<file path="src/rtl/irq_controller.sv">
// Two-vector interrupt controller: synchronise, edge-detect, latch pending, mask, fixed-priority issue.
// Optional timer interrupt input on vector 2 when IRQ_CTRL_TIMER_EN is defined.
module irq_controller #(
  parameter int SYNC_STAGES = 2
) (
  input  logic       clk,
  input  logic       reset,
  input  logic [1:0] irq_in,
  input  logic       we_mask,
  input  logic [1:0] mask_d,
  input  logic       iret,
`ifdef IRQ_CTRL_TIMER_EN
  input  logic       timer_tick,
`endif
  output logic       intr1,
  output logic       intr2,
  output logic [1:0] pending,
  output logic [1:0] mask,
  output logic       in_service
);

  // state   | meaning
  // IDLE    | no interrupt outstanding, arbitrating eligible requests
  // ISSUE   | request pulse on intr1/intr2 for this single cycle
  // SERVICE | CPU servicing the vector, waiting for iret
  typedef enum logic [1:0] {
    IDLE    = 2'd0,
    ISSUE   = 2'd1,
    SERVICE = 2'd2
  } state_t;

  state_t     state;
  logic [1:0] sync_q [SYNC_STAGES];
  logic [1:0] hist_q;
  logic [1:0] edge_evt;
  logic [1:0] set_vec;
  logic [1:0] eligible;
  logic [1:0] grant;
  logic [1:0] clr_vec;
  logic       issue;

  always_ff @(posedge clk or negedge reset) begin
    if (!reset) begin
      for (int k = 0; k < SYNC_STAGES; k++) begin
        sync_q[k] <= 2'b00;
      end
      hist_q <= 2'b00;
    end else begin
      sync_q[0] <= irq_in;
      for (int k = 1; k < SYNC_STAGES; k++) begin
        sync_q[k] <= sync_q[k-1];
      end
      hist_q <= sync_q[SYNC_STAGES-1];
    end
  end

  assign edge_evt = sync_q[SYNC_STAGES-1] & ~hist_q;

`ifdef IRQ_CTRL_TIMER_EN
  assign set_vec = edge_evt | {timer_tick, 1'b0};
`else
  assign set_vec = edge_evt;
`endif

  assign eligible = pending & mask;

  always_comb begin
    grant = 2'b00;
    if (eligible[0]) begin
      grant = 2'b01;
    end else if (eligible[1]) begin
      grant = 2'b10;
    end
  end

  assign issue   = (state == IDLE) && (eligible != 2'b00);
  assign clr_vec = issue ? grant : 2'b00;

  // A new edge in the same cycle as the issue re-arms the bit.
  always_ff @(posedge clk or negedge reset) begin
    if (!reset) begin
      pending <= 2'b00;
    end else begin
      pending <= (pending & ~clr_vec) | set_vec;
    end
  end

  always_ff @(posedge clk or negedge reset) begin
    if (!reset) begin
      mask <= 2'b00;
    end else if (we_mask) begin
      mask <= mask_d;
    end
  end

  always_ff @(posedge clk or negedge reset) begin
    if (!reset) begin
      state      <= IDLE;
      intr1      <= 1'b0;
      intr2      <= 1'b0;
      in_service <= 1'b0;
    end else begin
      intr1 <= 1'b0;
      intr2 <= 1'b0;
      case (state)
        IDLE: begin
          if (issue) begin
            state      <= ISSUE;
            intr1      <= grant[0];
            intr2      <= grant[1];
            in_service <= 1'b1;
          end
        end
        ISSUE: begin
          state <= SERVICE;
        end
        SERVICE: begin
          if (iret) begin
            state      <= IDLE;
            in_service <= 1'b0;
          end
        end
        default: begin
          state      <= IDLE;
          in_service <= 1'b0;
        end
      endcase
    end
  end

endmodule

</file>
<file path="config.mk">
export PLATFORM = sky130hd
export DESIGN_NAME = irq_controller
export DESIGN_NICKNAME = d
export VERILOG_FILES = /design/src/rtl/irq_controller.sv
export SDC_FILE = /design/constraint.sdc
export NUM_CORES = 1
export LEC_CHECK = 0
export BUFFER_PORTS_ARGS = -buffer_cell sky130_fd_sc_hd__buf_4
export CORE_AREA = 2 2 39 41
export CTS_CLUSTER_DIAMETER = 80
export DETAILED_ROUTE_END_ITERATION = 10
export DIE_AREA = 0 0 41 43
export PLACE_DENSITY = 0.72
export SLEW_MARGIN = 0
export SYNTH_ARGS = -nofsm -noshare
export SYNTH_HDL_FRONTEND = slang
export SYNTH_SLANG_ARGS = --single-unit
</file>
<file path="constraint.sdc">
create_clock -name clk -period 1.3 [get_ports clk]
set_input_delay 0.26 -clock clk [delete_from_list [all_inputs] [get_ports clk]]
set_output_delay 0.26 -clock clk [all_outputs]
set_load 0.005 [all_outputs]
</file>
==> metrics.txt, run 1 <==
status finished, final reports clean; IO buf count 14; Critical Path RT 1.04 ns; max_slew headroom 87.4%; Register-to-Register Path Depth 3; Startpoint Class flop; global placement routability congestion 0.648; root buffer cell clkbuf_4; multi-input logic area 111 µm²; GRT met1 Usage 14.4%; gate count of the mapped netlist 34; first-pass GRT wire length 1320 µm; Critical Path Max Stage Delay 0.42 ns; count of unique library cells instantiated by Yosys 14; Post-DP Area 623 µm²; Top FF cell, synth dfrtp_1; Commonest cells post-synth dfrtp_1, inv_1, nand2_1, a22o_1, mux2_2; most numerous cell in the Yosys netlist dfrtp_1; post-synthesis sequential area ratio 75.4%; Ys Warns 0; met3 usage 4.71%; detailed-route via count 313; Setup TNS 0 ns; Post-CTS Setup Bufs 0; critical-path maximum fanout 4; vias in the first global route 329; largest area contributor in the netlist dfrtp_1; DRT antenna net count 0; clock slew at reported path FFs 0.09 ns; initial antenna violation count 0; clock sink count 15; Worst Tran Pin Value 0.188 ns; Final Cycle Share 84.8%; num rows 14; Tot GR Track Use 11.5%; Post-synth ARST share 100%; top cells by area, synth dfrtp_1, mux2_2, a22o_1; Post-Syn Area 498 µm²; area grow syn2layout 32.7%; clk_lat worst skew 0.27 ns; # IOs 15; Post-Place Setup Slack 0.311 ns; Setup Skew 0.00273 ns; Die Area 0.00176 mm²; Crit Path Category reg2out; slowest CP cell dfrtp_1; layout cells sized above 1 41.5%; Post-Syn Area per Cell 14.6 µm²; Leak 0.334 nW; ANT cells 0; drt first pass iters 1; Net Count, Synth 42; EDFF count, synth 0; Starting Density 36.0%; Placed Cells 64; GRT overflow 0; CTS Hold Bufs 1; min Tclk post-route 1.10 ns; Vias/cell 4.54; hold crit path type in2reg; register area 375 µm²; Max Cap Viol 0; per-cell routed wire length 11.0 µm; Fin. Hold Viols 0; # fillers 133; nature of the critical path endpoint primary output; Die H 43 µm; final setup fails 0; final instance area 661 µm²; met2 Usage GRT 16.6%; depth of the CTS H-tree 1; Initial DRC Count 0; Critical Path Stages 1; CP Buf/Inv Count 1; CP cell instances buf_4; arrival time at the worst endpoint 0.84 ns; top cell type's share of synthesized area 75.4%; hpwl dp 574 µm; Top delay family on crit path flip-flops; Num CTS Buffers 3; clock tree buffer depth 2; Final Util 47.7%; CTS tree yes; largest net degree at the start of global routing 16; Post-route DRC 0; Worst VDD drop 779 µV; Max Slew Vio Count 0; unrepaired setup endpoints after global routing no; top achievable clock speed 907 MHz; Core Area 0.00138 mm²; Finished Layout Cells 69; Total Nets Final 62; Post-Route WL 762 µm; global route hottest layer met2; #FFs+latches synth 15; final setup margin 0.197 ns; Pwr Density 1850 mW/mm²; Resized cells post-CTS 0; Die X 41 µm; hold depth 1
-- path summary, 6_finish.rpt --
check	endpoint	start	slack [ns]
min in group asynchronous	pending[0]	reset	0.36
min reg2reg	sync_q[1]	sync_q[3]	0.35
max reg2reg	pending[1]	state[0]	0.30
min	sync_q[3]	irq_in[1]	0.09
max in group asynchronous	mask[1]	reset	0.76
max	pending[1]	pending[1]	0.20
-- stage by stage --
stage / hold WS [ns] / power (mW)
after CTS: 0.0767 / 1.24
after floorplan: -0.0356 / 0.811
after global placement: 0.118 / 0.965
after detailed placement: 0.122 / 0.983
final: 0.0873 / 1.22
after global routing: 0.0634 / 1.32
-- per-layer routing --
layer  wire length (µm)  vias up
li1                   -      152
met1                354      147
met2                340       12
met3                 57        2
met4                 10        0
met5                  0        -
-- area by class of cell --
type | instances | share of cell area [%]
clock inverter | 1 | 0.758
clock buffer | 3 | 3.41
multi-input combinational | 16 | 16.9
timing repair buffer | 15 | 17.4
sequential | 15 | 56.8
tap | 16 | 3.03
inverter | 3 | 1.70
-- kinds of logic after synthesis --
| family | share of synthesized area, % |
|---|---|
| flip-flops | 75.4 |
| AND/OR/NAND/NOR | 7.54 |
| AO/OA/AOI/OAI | 8.29 |
| multiplexers | 6.53 |
| buffers and inverters | 2.26 |
-- cell usage in the layout (no fill, tap or decap), drive strengths merged, types with 2 or more instances in the layout --
| cell type | n |
|---|---|
| nand2 | 3 |
| mux2 | 2 |
| dfrtp | 15 |
| buf | 14 |
| nor2 | 2 |
| inv | 3 |
| a22o | 2 |
| clkbuf | 3 |
-- power breakdown --
group	internal (mW)	switching, mW
sequential	0.572	0.0891
clock	0.114	0.139
combinational	0.187	0.119
-- registers in the layout (all words and copies together) (netlist names) --
name        cells
hist_q          2
in_service      1
intr1           1
intr2           1
mask            2
pending         2
state           2
sync_q          4
Power figures use the tool's default switching activity.
==> inputs of run 2 (changes only) <==
Settings changed: ABC_AREA set to 1, PLACE_DENSITY 0.72 to 0.74.
Clock period 1.3 ns to 0.91 ns, I/O delays scaled along.
==> metrics.txt, run 2 <==
per-cell routed wire length 10.6 µm (-4.1%); Post-Syn Area 498 µm² (unchanged); clock tree buffer depth 2 (unchanged); status finished, violations left; largest reg by FF count sync_q; top achievable clock speed 1000 MHz; Setup Skew 0.00436 ns (+0.00163 ns); vias in the first global route 345 (+4.9%); hold crit path type in2reg; Final Cycle Share 110%; clock sink count 15 (unchanged); Post-route DRC 0 (unchanged); Final Util 54.4% (+6.7 points); most common cell after layout, fill and taps aside dfrtp_1; hpwl dp 561 µm (-2.2%); Commonest cells post-synth dfrtp_1, nand2_1, inv_1, o21ai_0, o21ai_1; critical-path maximum fanout 2 (-2); max reg flops 4 (unchanged); Top FF cell, synth dfrtp_1; Internal Power 1.38 mW (+59%); Die Area 0.00176 mm² (unchanged); Critical Path Max Stage Delay 0.41 ns (about the same); largest net degree at the start of global routing 16 (unchanged); most numerous cell in the Yosys netlist dfrtp_1; root buffer cell clkbuf_4; Total Nets Final 76 (+23%); nature of the critical path endpoint primary output; Initial DRC Count 14 (+14); Num CTS Buffers 3 (unchanged); Register-to-Register Path Depth 6 (+3); #FFs+latches synth 15 (unchanged); CTS tree yes; top cell type's share of synthesized area 75.4% (unchanged); area grow syn2layout 51.3%; clock slew at reported path FFs 0.09 ns (about the same); first-pass GRT wire length 1410 µm (+6.3%); Critical Path RT 0.73 ns (-0.31 ns); depth of the CTS H-tree 1 (unchanged); num rows 14 (unchanged); initial antenna violation count 0 (unchanged); arrival time at the worst endpoint 0.82 ns (-0.02 ns); worst reg2reg path endpoint in_service; hold slack final 0.101 ns (+0.0137 ns); Crit Path Category reg2out; Clk network pwr share 18.4% (-2.3 points); drt first pass iters 3 (+2); Min-Delay Endpoint mask[0]; # IOs 15 (unchanged); Post-Route WL 879 µm (+15%); ANT cells 0 (unchanged); Startpoint Class flop; max_slew headroom 86.3% (-1.0 points); min Tclk post-route 0.999 ns; reg2reg setup slack -0.06 ns (-0.36 ns); Post-synth ARST share 100% (unchanged); Core Area 0.00138 mm² (unchanged); most frequent cells in the layout dfrtp_1, buf_6, buf_4; Placed Cells 73 (+14%); Max Slew Vio Count 0 (unchanged); Post-Syn Area per Cell 11.6 µm² (-21%); hold depth 2 (+1); DRT antenna net count 0 (unchanged); NetSw 644 µW (+85%); count of unique library cells instantiated by Yosys 9 (-5); Max Cap Viol 0 (unchanged); Setup TNS -0.705 ns (-0.705 ns); Vias/cell 4.48 (-1.2%); Die H 43 µm (unchanged); Top delay family on crit path flip-flops; combinational share of power 35.9% (+11 points); IO buf count 14 (unchanged); Pwr Total 2.03 mW (+66%); Finished Layout Cells 83 (+20%); detailed-route via count 372 (+19%); Leak 0.383 nW (+15%); Pwr Density 2690 mW/mm² (+46%); post-synthesis sequential area ratio 75.4% (unchanged); failing checks negative setup slack; Die X 41 µm (unchanged); clk_lat worst skew 0.28 ns (about the same); Worst VDD drop 909 µV (+17%); largest area contributor in the netlist dfrtp_1; top cells by area, synth dfrtp_1, nand2_1, inv_1; Starting Density 36.0% (unchanged); layout cells sized above 1 40.3% (-1.2 points); global placement routability congestion 0.634 (-2.2%); gate count of the mapped netlist 43 (+26%); final setup margin -0.0890 ns (-0.286 ns); Worst Tran Pin Value 0.203 ns (+0.0146 ns); Net Count, Synth 51 (+21%); unrepaired setup endpoints after global routing yes; EDFF count, synth 0 (unchanged); GRT overflow 0 (unchanged); reg2reg start state[0]; Ys Warns 0 (unchanged); Hold Crit Start we_mask; slowest CP cell dfrtp_1; Sw Ratio 31.7% (+3.3 points); CP cell instances buf_6; Sequential Power Share 45.7% (-8.5 points); Fin. Hold Viols 0 (unchanged); Tot GR Track Use 12.3% (+0.80 points); final setup fails 11 (+11); CP Buf/Inv Count 1 (unchanged)
run 2: how the worst max path moves through the flow:
stage	endpoint	from	cells past startpoint
2_1_floorplan	in_service	state[0]	6
3_3_place_gp	in_service	state[0]	6
3_5_place_dp	pending[1]	state[0]	4
4_1_cts	pending[0]	pending[0]	1
5_1_grt	mask[1]	mask[1]	1
6_report	mask[1]	mask[1]	1
run 2: area by class of cell:
type                            instances  area, µm²
Multi-Input combinational cell         21        114
Sequential cell                        15        375
Inverter                                7       26.3
Tap cell                               16       20.0
Timing Repair Buffer                   20        191
Clock buffer                            4       26.3
Fill cell                             130        631
run 2: what timing repair did:
action,in CTS,in global routing
hold buffers,3,0
setup endpoints to repair,10,12
buffers inserted,2,1
gates resized for setup,13,3
hold endpoints to repair,17,0
pin swaps,2,4
cloned,0,0
run 2: cells by family after synthesis:
family / count (synthesis) / synth area share [%]
AO/OA/AOI/OAI: 7 / 7.03
buffers and inverters: 7 / 5.28
flip-flops: 15 / 75.4
AND/OR/NAND/NOR: 14 / 12.3
run 2: power groups by stage:
stage	Sequential (mW)	Clock [mW]	Combinational (mW)
final	0.927	0.374	0.728
after global routing	0.943	0.416	0.801
after CTS	0.924	0.385	0.650
after detailed placement	0.926	0	0.491
after global placement	0.917	0	0.469
after floorplan	0.925	0	0.254
run 2: metrics by stage:
stage	instance area [µm²]	worst slack [ns]
finish	753	-0.0890
global route	753	-0.120
CTS	738	-0.0925
detailed placement	623	-0.0381
global placement	623	-0.00728
floorplan	498	0.0367
run 2: per-layer routing:
layer	part of all wire, %	routed length, µm	vias to the layer above	GRT usage, %
met3	5.2	46	2	3.14
met4	2.4	21	0	8.00
li1	-	-	178	-
met5	0	0	-	0
met2	51	447	14	19.4
met1	41	363	178	13.9
